<file path="src/rtl/cntdiv_pkg.sv">
// Shared types and helpers for the runtime-programmable tick / square-wave divider.
package cntdiv_pkg;

  typedef enum logic {
    RUN  = 1'b0,
    DONE = 1'b1
  } state_t;

  // Half period (div+1)>>1; one extra bit so an all-ones divisor cannot wrap.
  function automatic logic [32:0] half_of(input logic [31:0] div);
    return ({1'b0, div} + 33'd1) >> 1;
  endfunction

  function automatic logic in_upper_half(input logic [31:0] cnt, input logic [31:0] div);
    return {1'b0, cnt} >= half_of(div);
  endfunction

endpackage

</file>
<file path="src/rtl/cntdiv_prog_if.sv">
// Control/observe bundle of the programmable divider: master drives controls, slave returns outputs.
interface cntdiv_prog_if #(
  parameter int WIDTH = 8
);
  import cntdiv_pkg::*;

  // No valid/ready pair here: load is a one-cycle strobe sampled on every rising edge
  // (it wins over en), and tick is a one-cycle event the consumer must take when high.
  logic             en;
  logic             load;
  logic [WIDTH-1:0] div_in;
  logic             oneshot_in;
  logic             tick;
  logic             sq_out;
  logic             done;
  logic [WIDTH-1:0] count;
  state_t           state;

  modport master (
    output en, load, div_in, oneshot_in,
    input  tick, sq_out, done, count, state
  );

  modport slave (
    input  en, load, div_in, oneshot_in,
    output tick, sq_out, done, count, state
  );

endinterface

</file>
<file path="src/rtl/cntdiv_prog.sv">
// Runtime-programmable clock-enable generator: period div+1 ticks, square output, one-shot mode.
module cntdiv_prog
  import cntdiv_pkg::*;
#(
  parameter int               WIDTH       = 8,
  parameter logic [WIDTH-1:0] DEFAULT_DIV = {WIDTH{1'b1}}
) (
  input  logic         clk,
  input  logic         rst,
  cntdiv_prog_if.slave bus
);

  state_t           state_q, state_d;
  logic [WIDTH-1:0] cnt_q, cnt_d;
  logic [WIDTH-1:0] div_q, div_d;
  logic             oneshot_q, oneshot_d;
  logic             tick_q, tick_d;
  logic             sq_q, sq_d;
  logic             done_q, done_d;
  logic             terminal;
  logic [WIDTH-1:0] cnt_inc;

  always_ff @(posedge clk or negedge rst) begin
    if (!rst) begin
      state_q   <= RUN;
      cnt_q     <= '0;
      div_q     <= DEFAULT_DIV;
      oneshot_q <= 1'b0;
      tick_q    <= 1'b0;
      sq_q      <= 1'b0;
      done_q    <= 1'b0;
    end else begin
      state_q   <= state_d;
      cnt_q     <= cnt_d;
      div_q     <= div_d;
      oneshot_q <= oneshot_d;
      tick_q    <= tick_d;
      sq_q      <= sq_d;
      done_q    <= done_d;
    end
  end

  always_comb begin
    state_d   = state_q;
    cnt_d     = cnt_q;
    div_d     = div_q;
    oneshot_d = oneshot_q;
    tick_d    = 1'b0;
    sq_d      = sq_q;
    done_d    = done_q;
    terminal  = (cnt_q == div_q);
    cnt_inc   = terminal ? '0 : cnt_q + WIDTH'(1);

    if (bus.load) begin
      state_d   = RUN;
      div_d     = bus.div_in;
      oneshot_d = bus.oneshot_in;
      cnt_d     = '0;
      done_d    = 1'b0;
      // Count restarts at 0, which sits in the upper half only when the half period is 0.
      sq_d      = (bus.div_in == '0);
    end else begin
      case (state_q)
        RUN: begin
          if (bus.en) begin
            cnt_d  = cnt_inc;
            tick_d = terminal;
            sq_d   = in_upper_half(32'(cnt_inc), 32'(div_q));
            if (terminal && oneshot_q) begin
              state_d = DONE;
              done_d  = 1'b1;
            end
          end
        end
        DONE: begin
          cnt_d  = '0;
          sq_d   = 1'b0;
          done_d = 1'b1;
        end
        default: state_d = RUN;
      endcase
    end
  end

  assign bus.tick   = tick_q;
  assign bus.sq_out = sq_q;
  assign bus.done   = done_q;
  assign bus.count  = cnt_q;
  assign bus.state  = state_q;

endmodule

</file>
<file path="src/flat_wrapper.sv">
// flat-port wrapper written by rule: the top's interface ports become plain ports
module cntdiv_prog_flat import cntdiv_pkg::*;
#(
  parameter int               WIDTH       = 8,
  parameter logic [WIDTH-1:0] DEFAULT_DIV = {WIDTH{1'b1}}
)
  (clk, rst, bus_en, bus_load, bus_div_in, bus_oneshot_in, bus_tick, bus_sq_out, bus_done, bus_count, bus_state);
  cntdiv_prog_if #(.WIDTH(WIDTH)) bus_i ();
  input  logic clk;
  input  logic rst;
  input wire logic [$bits(bus_i.en)-1:0] bus_en;
  input wire logic [$bits(bus_i.load)-1:0] bus_load;
  input wire logic [$bits(bus_i.div_in)-1:0] bus_div_in;
  input wire logic [$bits(bus_i.oneshot_in)-1:0] bus_oneshot_in;
  output wire logic [$bits(bus_i.tick)-1:0] bus_tick;
  output wire logic [$bits(bus_i.sq_out)-1:0] bus_sq_out;
  output wire logic [$bits(bus_i.done)-1:0] bus_done;
  output wire logic [$bits(bus_i.count)-1:0] bus_count;
  output wire logic [$bits(bus_i.state)-1:0] bus_state;
  assign bus_i.en = bus_en;
  assign bus_i.load = bus_load;
  assign bus_i.div_in = bus_div_in;
  assign bus_i.oneshot_in = bus_oneshot_in;
  assign bus_tick = bus_i.tick;
  assign bus_sq_out = bus_i.sq_out;
  assign bus_done = bus_i.done;
  assign bus_count = bus_i.count;
  assign bus_state = bus_i.state;
  cntdiv_prog #(.WIDTH(WIDTH), .DEFAULT_DIV(DEFAULT_DIV)) u_core (.clk(clk), .rst(rst), .bus(bus_i));
endmodule
</file>
<file path="config.mk">
export PLATFORM = sky130hd
export DESIGN_NAME = cntdiv_prog_flat
export DESIGN_NICKNAME = d
export VERILOG_FILES = /design/src/rtl/cntdiv_pkg.sv /design/src/rtl/cntdiv_prog_if.sv /design/src/rtl/cntdiv_prog.sv /design/src/flat_wrapper.sv
export SDC_FILE = /design/constraint.sdc
export NUM_CORES = 1
export LEC_CHECK = 0
export BUFFER_PORTS_ARGS = -buffer_cell sky130_fd_sc_hd__buf_2
export CAP_MARGIN = 20
export CORE_UTILIZATION = 44
export DETAILED_ROUTE_END_ITERATION = 12
export SLEW_MARGIN = 15
export SYNTH_ARGS = -nofsm -noshare
export SYNTH_HDL_FRONTEND = slang
export SYNTH_SLANG_ARGS = --single-unit
</file>
<file path="constraint.sdc">
create_clock -name clk -period 6.1 [get_ports clk]
set_input_delay 0.61 -clock clk [delete_from_list [all_inputs] [get_ports clk]]
set_output_delay 0.61 -clock clk [all_outputs]
set_load 0.05 [all_outputs]
</file>
Word level (Yosys, flattened, before mapping)

Index checks and enable logic that the tools add are counted.

Input bits: 13
Register bits: 21

Multiplexer cells: 18
Order comparisons: 1
Add/sub/neg operators: 2
Bitwise logic cells: 1
Eq/ne operators: 3
Reduce and logical (&&, ||, !) cells: 3

Operators with widths:

| kind                                                             | number |
|---|---|
| 8-bit by 32-bit >= comparator with 1-bit output                  | 1 |
| 8-bit two-way mux                                                | 3 |
| 8-bit one-hot mux with 2 select lines                            | 1 |
| 1-bit two-way mux                                                | 12 |
| 8-bit by 1-bit adder with 9-bit output (second input constant)   | 1 |
| 8-bit by 1-bit adder with 8-bit output (second input constant)   | 1 |
| 8-bit equality test                                              | 1 |
| 8-bit logical NOT                                                | 1 |
| 1-bit one-hot mux with 2 select lines                            | 2 |
| 3-bit by 2-bit != test with 1-bit output (second input constant) | 1 |
| 3-bit != test (second input constant)                            | 1 |
| 2-bit AND reduction                                              | 1 |
| 1-bit logical AND                                                | 1 |
| 1-bit NOT                                                        | 1 |

Depth between registers and ports, before layout

Gate-level depths: netlist (run 1).

Word-level depth: 6
Mapped depth: 10
Gate-level depth less buffers: 9

Least setup slack after synthesis (run 1)

Ideal clock, no wire load.

Path type: register to register
Start: register u_core.cnt_q[5] (netlist: u_core.bus.count[5])
End: register u_core.sq_q (netlist: u_core.bus.sq_out)
Period minus slack after synthesis: 2.484 ns
Setup time: 0.094 ns
Cell stages (with the launch flop): 11
Path slack: 3.616 ns
Data arrival time: 2.390 ns
Cells stage by stage: dfrtp_1 -> buf_2 -> xnor2_2 -> nand4_2 -> buf_6 -> o22a_1 -> ha_1 -> nand2_1 -> nor4_1 -> nand2b_1 -> a211oi_1

Cells in the longest elaborated chain, start to end: 6
Elaborated cells on any way between the ends: 7

RTL lines:

| item                                                                                 | RTL line                             | text |
|---|---|---|
| start: declaration                                                                   | cntdiv_prog.sv:14                    | `logic [WIDTH-1:0] cnt_q, cnt_d;` |
| start signal: assignment                                                             | cntdiv_prog.sv:34                    | `cnt_q <= cnt_d;` |
| 8-bit by 1-bit adder with 8-bit output / 8-bit equality test (equally long branches) | cntdiv_prog.sv:52, cntdiv_prog.sv:51 |  |
| 8-bit two-way mux *                                                                  | cntdiv_prog.sv:52                    | `cnt_inc = terminal ? '0 : cnt_q + WIDTH'(1);` |
| 8-bit by 32-bit >= comparator with 1-bit output *                                    | cntdiv_pkg.sv:15                     | `return {1'b0, cnt} >= half_of(div);` |
| 1-bit two-way mux *                                                                  | cntdiv_prog.sv:65                    | `if (bus.en) begin` |
| 1-bit one-hot mux with 2 select lines *                                              | cntdiv_prog.sv:63                    | `case (state_q)` |
| 1-bit two-way mux *                                                                  | cntdiv_prog.sv:54                    | `if (bus.load) begin` |
| end signal: assignment                                                               | cntdiv_prog.sv:38                    | `sq_q <= sq_d;` |
| end: declaration                                                                     | cntdiv_prog.sv:18                    | `logic sq_q, sq_d;` |

Every way passes the cells marked *; elsewhere a longest branch is shown, timed or not. The select of a mux whose other input is x is not followed.
A chain may end at the register's enable or synchronous reset.

Worst setup path after layout (run 1)

Start: register u_core.div_q[2]
End: register u_core.sq_q (netlist: u_core.bus.sq_out)

Cells in the longest elaborated chain, start to end: 6
Elaborated cells on any way between the ends: 7

RTL lines:

| item                                                                           | RTL line          | text |
|---|---|---|
| start: declaration                                                             | cntdiv_prog.sv:15 | `logic [WIDTH-1:0] div_q, div_d;` |
| start signal: assignment                                                       | cntdiv_prog.sv:35 | `div_q <= div_d;` |
| branches (longest 2 deep; another with 8-bit by 1-bit adder with 9-bit output) | n/a               |  |
| 8-bit by 32-bit >= comparator with 1-bit output *                              | cntdiv_pkg.sv:15  |  |
| 1-bit two-way mux *                                                            | cntdiv_prog.sv:65 |  |
| 1-bit one-hot mux with 2 select lines *                                        | cntdiv_prog.sv:63 |  |
| 1-bit two-way mux *                                                            | cntdiv_prog.sv:54 |  |

Every way passes the cells marked *. The select of a mux whose other input is x is not followed.

==> results of run 1 <==
[cell type report]
cell class	instances	area share (%)
Timing Repair Buffer	24	7.04
Multi-Input combinational cell	127	55.5
Inverter	5	1.10
Clock buffer	4	1.54
Sequential cell	21	31.4
Tap cell	46	3.37
[cells in the final DEF (no fill, tap or decap), drive strengths merged]
master	n
a2111oi	1
a211oi	1
a21oi	9
a31oi	1
and2	2
and4	2
buf	24
clkbuf	4
dfrtp	13
dfstp	8
ha	10
inv	5
mux2	7
nand2	17
nand2b	2
nand3	5
nand4	4
nor2	9
nor2b	2
nor3	9
nor4	8
o211ai	2
o21a	4
o21ai	3
o22a	5
o22ai	6
o31a	1
or2	2
xnor2	12
xor2	3
[worst paths after layout]
| check | startpoint | endpoint | slack (ns) | cells past startpoint |
|---|---|---|---|---|
| max in group asynchronous | rst | u_core.div_q[6] | 5.51 | 1 |
| max | u_core.div_q[2] | u_core.bus.sq_out | 3.45 | 9 |
| min in group clk | u_core.bus.done | u_core.bus.done | 0.51 | 1 |
| min | rst | u_core.bus.tick | 0.23 | 1 |
| max reg2reg | u_core.div_q[2] | u_core.bus.sq_out | 3.45 | 9 |
| min reg2reg | u_core.bus.done | u_core.bus.done | 0.51 | 1 |
[metal layers]
metal | wire length [um] | vias to the layer above | part of all wire [%] | GRT usage [%]
li1 | - | 628 | - | -
met1 | 1500 | 613 | 48 | 23.4
met2 | 1550 | 19 | 49 | 33.2
met3 | 65 | 2 | 2.1 | 2.48
met4 | 19 | 0 | 0.61 | 7.62
met5 | 0 | - | 0 | 0
[cell families (layout without fill, tap and decap cells)]
kind of cell	Yosys count	in the layout	synth area share (%)
simple gates	62	62	22.1
fa+ha+maj	10	10	7.92
flops	21	21	33.9
xor+xnor	15	15	9.26
mux	7	7	4.99
buf+inv	15	33	6.17
compound gates	33	33	15.7
[metrics by stage]
step / power [W] / hold slack, ns / cell area (sq um)
CTS: 0.000302 / 0.242 / 1710
detailed placement: 0.000232 / 0.490 / 1680
global route: 0.000317 / 0.249 / 1710
floorplan: 0.000215 / 0.314 / 1580
global placement: 0.000230 / 0.479 / 1680
finish: 0.000296 / 0.233 / 1710
[cells in the mapped netlist (3+ instances only)]
cell / number / area share (%)
nand2_1: 17 / 4.0
dfrtp_1: 13 / 21
ha_1: 10 / 7.9
xnor2_1: 10 / 5.5
nor2_1: 9 / 2.1
nor3_1: 9 / 2.9
dfstp_2: 8 / 13
mux2_2: 7 / 5.0
a21oi_1: 6 / 1.9
nor4_1: 6 / 2.4
buf_6: 5 / 3.6
inv_1: 5 / 1.2
o22a_1: 5 / 2.8
nand3_1: 4 / 1.3
o21a_1: 4 / 1.9
a21oi_2: 3 / 1.7
buf_2: 3 / 0.95
o22ai_1: 3 / 1.2
o22ai_2: 3 / 2.4
xor2_1: 3 / 1.7
[report_power, final]
group	internal, W	switching (W)
registers	0.000151	0.0000114
clock network	0.0000255	0.0000427
logic	0.0000284	0.0000371
total	0.000205	0.0000912
[flip-flops by register name, summed over array words and instances, names as in the netlist]
register	cells
u_core.oneshot_q	1
u_core.bus.tick	1
u_core.div_q	8
u_core.bus.count	8
u_core.bus.sq_out	1
u_core.bus.done	1
u_core.bus.state	1
==> results.yml, run 1 <==
clock_tree:
  post_cts_resize_count: 0
  cts_htree_levels: 1
  postCtsHoldBufs: 0
  clock_latency_reported_for_the_late_side_of_the_worst_skew_pair_ns: 0.31
  clock_path_buffers: 2
  cts-buffers-inserted: 3
  cts.sink_count: 21
  clkTransAtPathRegs_ns: 0.12
  tritoncts: "built"
  root_buffer: "clkbuf_4"
  postCtsSetupRepairBufs: 0
setup_path:
  timing.critical_path.max_delay_family: "simple AND/OR/NAND/NOR gates"
  cpPeakStageDelay_ns: 0.61
  critical_path_peak_fanout: 16
  crit_buf_inv: 0
  timing.setup.critical_path_class: "register to register"
  worstSetupStartpointType: "register"
  critical_path.slowest_cell: "dfstp_2"
  arrival_ns: 2.85
  path_cells: "xnor2_1 -> nand4_2 -> nor2_1 -> or2_1 -> ha_1 -> nand2b_1 -> a2111oi_0 -> nand2b_1 -> a211oi_1"
  capturing_element_type_of_the_critical_path: "register"
  worst_ep_required_time_ns: 6.30
  timing.critical_path.mode_cell: "nand2b_1"
logic_synthesis:
  postSynthRegisterBits: 21
  synth_area_sq_um: 1580
  post_synth_num_cell_types: 40
  synth_area_per_cell_sq_um: 9.69
  yosys_most_used_dff: "dfrtp_1"
  synth-edff-count: 0
  synth.net_count: 186
  synth_warnings: 0
  seq_area_frac_synth_pct: 33.9
  async_flop_share_pct: 100
  netlist_instances: 163
timing:
  finalCriticalPeriod_ns: 2.65
  setup_total_negative_slack_ns: 0
  post-route-worst-setup-slack_ns: 3.45
  maxSlewViolCount: 0
  final_hold_vios: 0
  report.final.setup_viol: 0
  tightest_slew_ns: 0.605
  layout_worst_path_cycle_share_pct: 43.5
  timing.fmax_mhz: 377
  finalClockSkew_ns: 0.00955
  slew-limit-headroom_pct: 59.7
  grt_setup_unrepaired: "no"
routing:
  detail_route.first_pass.iterations: 4
  wire_length_after_detailed_routing_mm: 3.14
  avgRoutedWirePerCell_um: 13.8
  drcViolationCount: 0
  drt_iter0_markers: 76
  routed_via_density: 5.56
  num_vias: 1262
  ant_nets: 0
run_status:
  status: "finished, final reports clean"
floorplanning:
  area_enclosed_by_the_die_boundary_sq_um: 3840
  chipWidth_um: 61.9
  die_extent_in_y_um: 61.9
  design.core.area_sq_um: 3390
  io_pins: 25
  rows: 21
  initial_core_util_pct: 46.6
cells_and_area:
  finish.net_count: 205
  utilization_pct: 50.3
  num-fill-cells: 328
  drive_above_1_share_pct: 30.4
  ff_latch_area_sq_um: 536
  insertedDiodeCount: 0
  area_growth_pct: 7.92
  multiInputGateArea_sq_um: 947
  post_layout_nonfiller_instances: 227
global_route:
  largest_net_degree_at_the_start_of_global_routing: 22
  grt_pass1_wl_mm: 5.29
  gr-total-overflow: 0
  grt.total_usage_pct: 18.9
  first_global_vias: 1217
  antenna_found_initial: 0
power_and_ir_drop:
  cell_pwr_density_nw_per_um2: 174
  power.leakage_nw: 0.711
  power.ir.vdd_worst_v: 0.0000836
placement:
  globalplace.congestion: 0.787
  post-place-ws_ns: 3.44
  numPlacedInstances: 223
  dp.final_hpwl_mm: 2.42
  portBuffers: 24
hold_path:
  hold_path.class: "primary input to async pin"
job:
  timing.max_cap.violations: 0
Note: power is estimated with default switching activity, not from simulation.
==> run 2, diff against run 1 <==
--- a/config.mk
+++ b/config.mk
@@ -5,10 +5,12 @@
 export SDC_FILE = /design/constraint.sdc
 export NUM_CORES = 1
 export LEC_CHECK = 0
+export ABC_AREA = 1
 export BUFFER_PORTS_ARGS = -buffer_cell sky130_fd_sc_hd__buf_2
 export CAP_MARGIN = 20
 export CORE_UTILIZATION = 44
 export DETAILED_ROUTE_END_ITERATION = 12
+export PLACE_DENSITY = 0.65
 export SLEW_MARGIN = 15
 export SYNTH_ARGS = -nofsm -noshare
 export SYNTH_HDL_FRONTEND = slang
==> constraint.sdc (replaced) <==
create_clock -name clk -period 2.5 [get_ports clk]
set_input_delay 0.25 -clock clk [delete_from_list [all_inputs] [get_ports clk]]
set_output_delay 0.25 -clock clk [all_outputs]
set_load 0.05 [all_outputs]
==> run 2 against run 1 <==
Effect of this change: worst hold slack lost 0.12 ns; combinational power grew 140%; via count grew 4.3%; final cell count grew 22%; clock-buffer cell count shrank 1; critical path depth grew 6; clock power grew to 2.6 times the previous value; first-iteration DRC count shrank 25%; utilization grew 3.4 points; critical path type unchanged; global-route usage grew 2.6 points; routed wire length grew 2.9%; synthesized cell count grew 26%.
==> results.yml, run 2 <==
clock_tree:
  cts-buffers-inserted: 3
  clkTransAtPathRegs_ns: 0.13
  root_buffer: "clkbuf_4"
  cts_htree_levels: 1
  postCtsSetupRepairBufs: 0
  tritoncts: "built"
  cts.sink_count: 21
  clock_latency_reported_for_the_late_side_of_the_worst_skew_pair_ns: 0.32
  clock_path_buffers: 2
setup_path:
  path_cells: "inv_1 -> nand2_1 -> nand4_1 -> nor2_2 -> nand2_4 -> inv_4 -> nor2_1 -> ha_1 -> nand2_1 -> inv_1 -> nor2_1 -> o21a_1 -> nand2_1 -> nand2_1 -> a21oi_1"
  arrival_ns: 2.46
  cpPeakStageDelay_ns: 0.58
  worst_ep_required_time_ns: 2.72
  worstSetupStartpointType: "register"
  timing.critical_path.max_delay_family: "simple AND/OR/NAND/NOR gates"
  timing.setup.critical_path_class: "register to register"
  critical_path_peak_fanout: 10
  capturing_element_type_of_the_critical_path: "register"
  critical_path.slowest_cell: "dfstp_2"
  crit_buf_inv: 3
  timing.critical_path.mode_cell: "nand2_1"
logic_synthesis:
  yosys.cell_count.top_type: "nand2_1"
  synth_warnings: 0
  yosys.area_share.simple_pct: 34.6
  netlist_instances: 205
  synth_area_sq_um: 1460
  synth-edff-count: 0
  synthTopCellsByArea: "dfrtp_1 22%, nand2_1 18%, dfstp_2 14%, ha_1 8.6%, inv_1 7.0%"
  synth_xor_xnor_area_share_pct: 4.81
  yosys_most_used_dff: "dfrtp_1"
  largest_family_of_logic_cells_by_synthesized_area: "simple AND/OR/NAND/NOR gates"
  synth_area_per_cell_sq_um: 7.10
  post_synth_num_cell_types: 25
  postSynthRegisterBits: 21
  synth_mux_area_share_pct: 0
  synth_top_cell_by_area: "dfrtp_1"
  yosys.area_share.adder_pct: 8.59
  seq_area_frac_synth_pct: 36.8
  synth_compound_area_share_pct: 7.04
  async_flop_share_pct: 100
  synth_top_cells_by_count: "70 x nand2_1, 27 x inv_1, 19 x nor2_1"
  synthDominantCellAreaShare_pct: 22.3
  synth.net_count: 228
floorplanning:
  area_enclosed_by_the_die_boundary_sq_um: 3540
  chipWidth_um: 59.5
  design.core.area_sq_um: 3100
  initial_core_util_pct: 46.9
  die_extent_in_y_um: 59.5
  rows: 20
  io_pins: 25
timing:
  setup_total_negative_slack_ns: 0
  report.final.setup_viol: 0
  slew-limit-headroom_pct: 69.1
  grt_setup_unrepaired: "no"
  finalCriticalPeriod_ns: 2.24
  final_hold_vios: 0
  timing.fmax_mhz: 446
  finalClockSkew_ns: 0.00771
  layout_worst_path_cycle_share_pct: 89.7
  post-route-worst-setup-slack_ns: 0.259
  tightest_slew_ns: 0.464
  maxSlewViolCount: 0
global_route:
  gr-total-overflow: 0
  routing_usage_on_met3_pct: 2.18
  largest_net_degree_at_the_start_of_global_routing: 22
  top_usage_layer: "met2"
  first_global_vias: 1272
  antenna_found_initial: 0
  grt_util_met2_pct: 36.3
  grt.total_usage_pct: 21.5
  grt_pass1_wl_mm: 5.68
  met1_global_route_usage_pct: 29.4
cells_and_area:
  final_area_sq_um: 1670
  multiInputGateArea_sq_um: 802
  utilization_pct: 53.7
  drive_above_1_share_pct: 20.2
  num-fill-cells: 336
  insertedDiodeCount: 0
  finish.net_count: 257
  most-common-layout-cells: "70 x nand2_1, 27 x inv_1, 24 x buf_2"
  area_growth_pct: 14.3
  ff_latch_area_sq_um: 536
  post_layout_nonfiller_instances: 277
  leading_cell_type_in_the_layout_fill_and_taps_excluded: "nand2_1"
power_and_ir_drop:
  power.leakage_nw: 0.944
  cell_pwr_density_nw_per_um2: 434
  power.ir.vdd_worst_v: 0.000245
hold_path:
  hold_path.class: "primary input to register"
routing:
  drcViolationCount: 0
  wire_length_after_detailed_routing_mm: 3.23
  routed_via_density: 4.75
  drt_iter0_markers: 57
  ant_nets: 0
  detail_route.first_pass.iterations: 4
  num_vias: 1316
  avgRoutedWirePerCell_um: 11.7
job:
  timing.max_cap.violations: 0
placement:
  post_dp_cell_area_sq_um: 1630
  post-place-ws_ns: 0.303
  dp.final_hpwl_mm: 2.57
  globalplace.congestion: 0.831
  numPlacedInstances: 272
  portBuffers: 24
run_status:
  status: "finished, final reports clean"
run 2: kinds of logic after synthesis:
group	after synthesis
and+or+nand+nor	117
buffers and inverters	31
AOI/OAI and AO/OA	18
xor gates and xnor gates	8
adders and majority gates	10
DFF	21
run 2: path summary, 6_finish.rpt:
check                                  from                end  slack [ns]  cells past startpoint
setup / recovery            u_core.div_q[3]  u_core.bus.sq_out        0.26                     15
hold / removal               bus_oneshot_in   u_core.oneshot_q        0.11                      3
setup reg to reg            u_core.div_q[3]  u_core.bus.sq_out        0.26                     15
hold reg to reg            u_core.oneshot_q   u_core.oneshot_q        0.50                      2
max in group asynchronous               rst    u_core.div_q[4]        1.75                      2
min in group asynchronous               rst    u_core.bus.tick        0.40                      2
run 2: metal layers:
| layer | vias to the layer above | wire length, um |
|---|---|---|
| met5 | - | 0 |
| met4 | 0 | 38 |
| met3 | 5 | 113 |
| met2 | 29 | 1460 |
| met1 | 573 | 1620 |
| li1 | 709 | - |
run 2: worst register-to-register path, delay by kind of cell, from the launching register on:
family,cells,cell delay (ns)
AOI/OAI and AO/OA,2,0.20
adders and majority gates,1,0.30
buffers and inverters,3,0.23
DFF,1,0.58
and+or+nand+nor,9,0.82
run 2: layout make-up:
cell class | count | area share, %
Sequential cell | 21 | 32.2
Inverter | 30 | 6.91
Clock buffer | 3 | 1.35
Tap cell | 44 | 3.31
Timing Repair Buffer | 25 | 7.81
Clock inverter | 1 | 0.301
Multi-Input combinational cell | 153 | 48.2
run 2: repair_timing:
item	CTS	global route
endpoints found under the hold margin	13	0
resized for setup	0	0
endpoints found under the setup margin	0	0
hold buffers	1	0
run 2: power breakdown:
| part | switching (W) | internal, W |
|---|---|---|
| sequential | 0.0000204 | 0.000367 |
| combinational | 0.000100 | 0.0000566 |
| clock | 0.000119 | 0.0000601 |
| total | 0.000240 | 0.000483 |
run 2: per-stage QoR:
step | power [W] | hold slack, ns
5_1_grt | 0.000768 | 0.122
6_report | 0.000723 | 0.109
3_3_place_gp | 0.000550 | 0.236
2_1_floorplan | 0.000502 | -0.0456
3_5_place_dp | 0.000550 | 0.234
4_1_cts | 0.000729 | 0.112
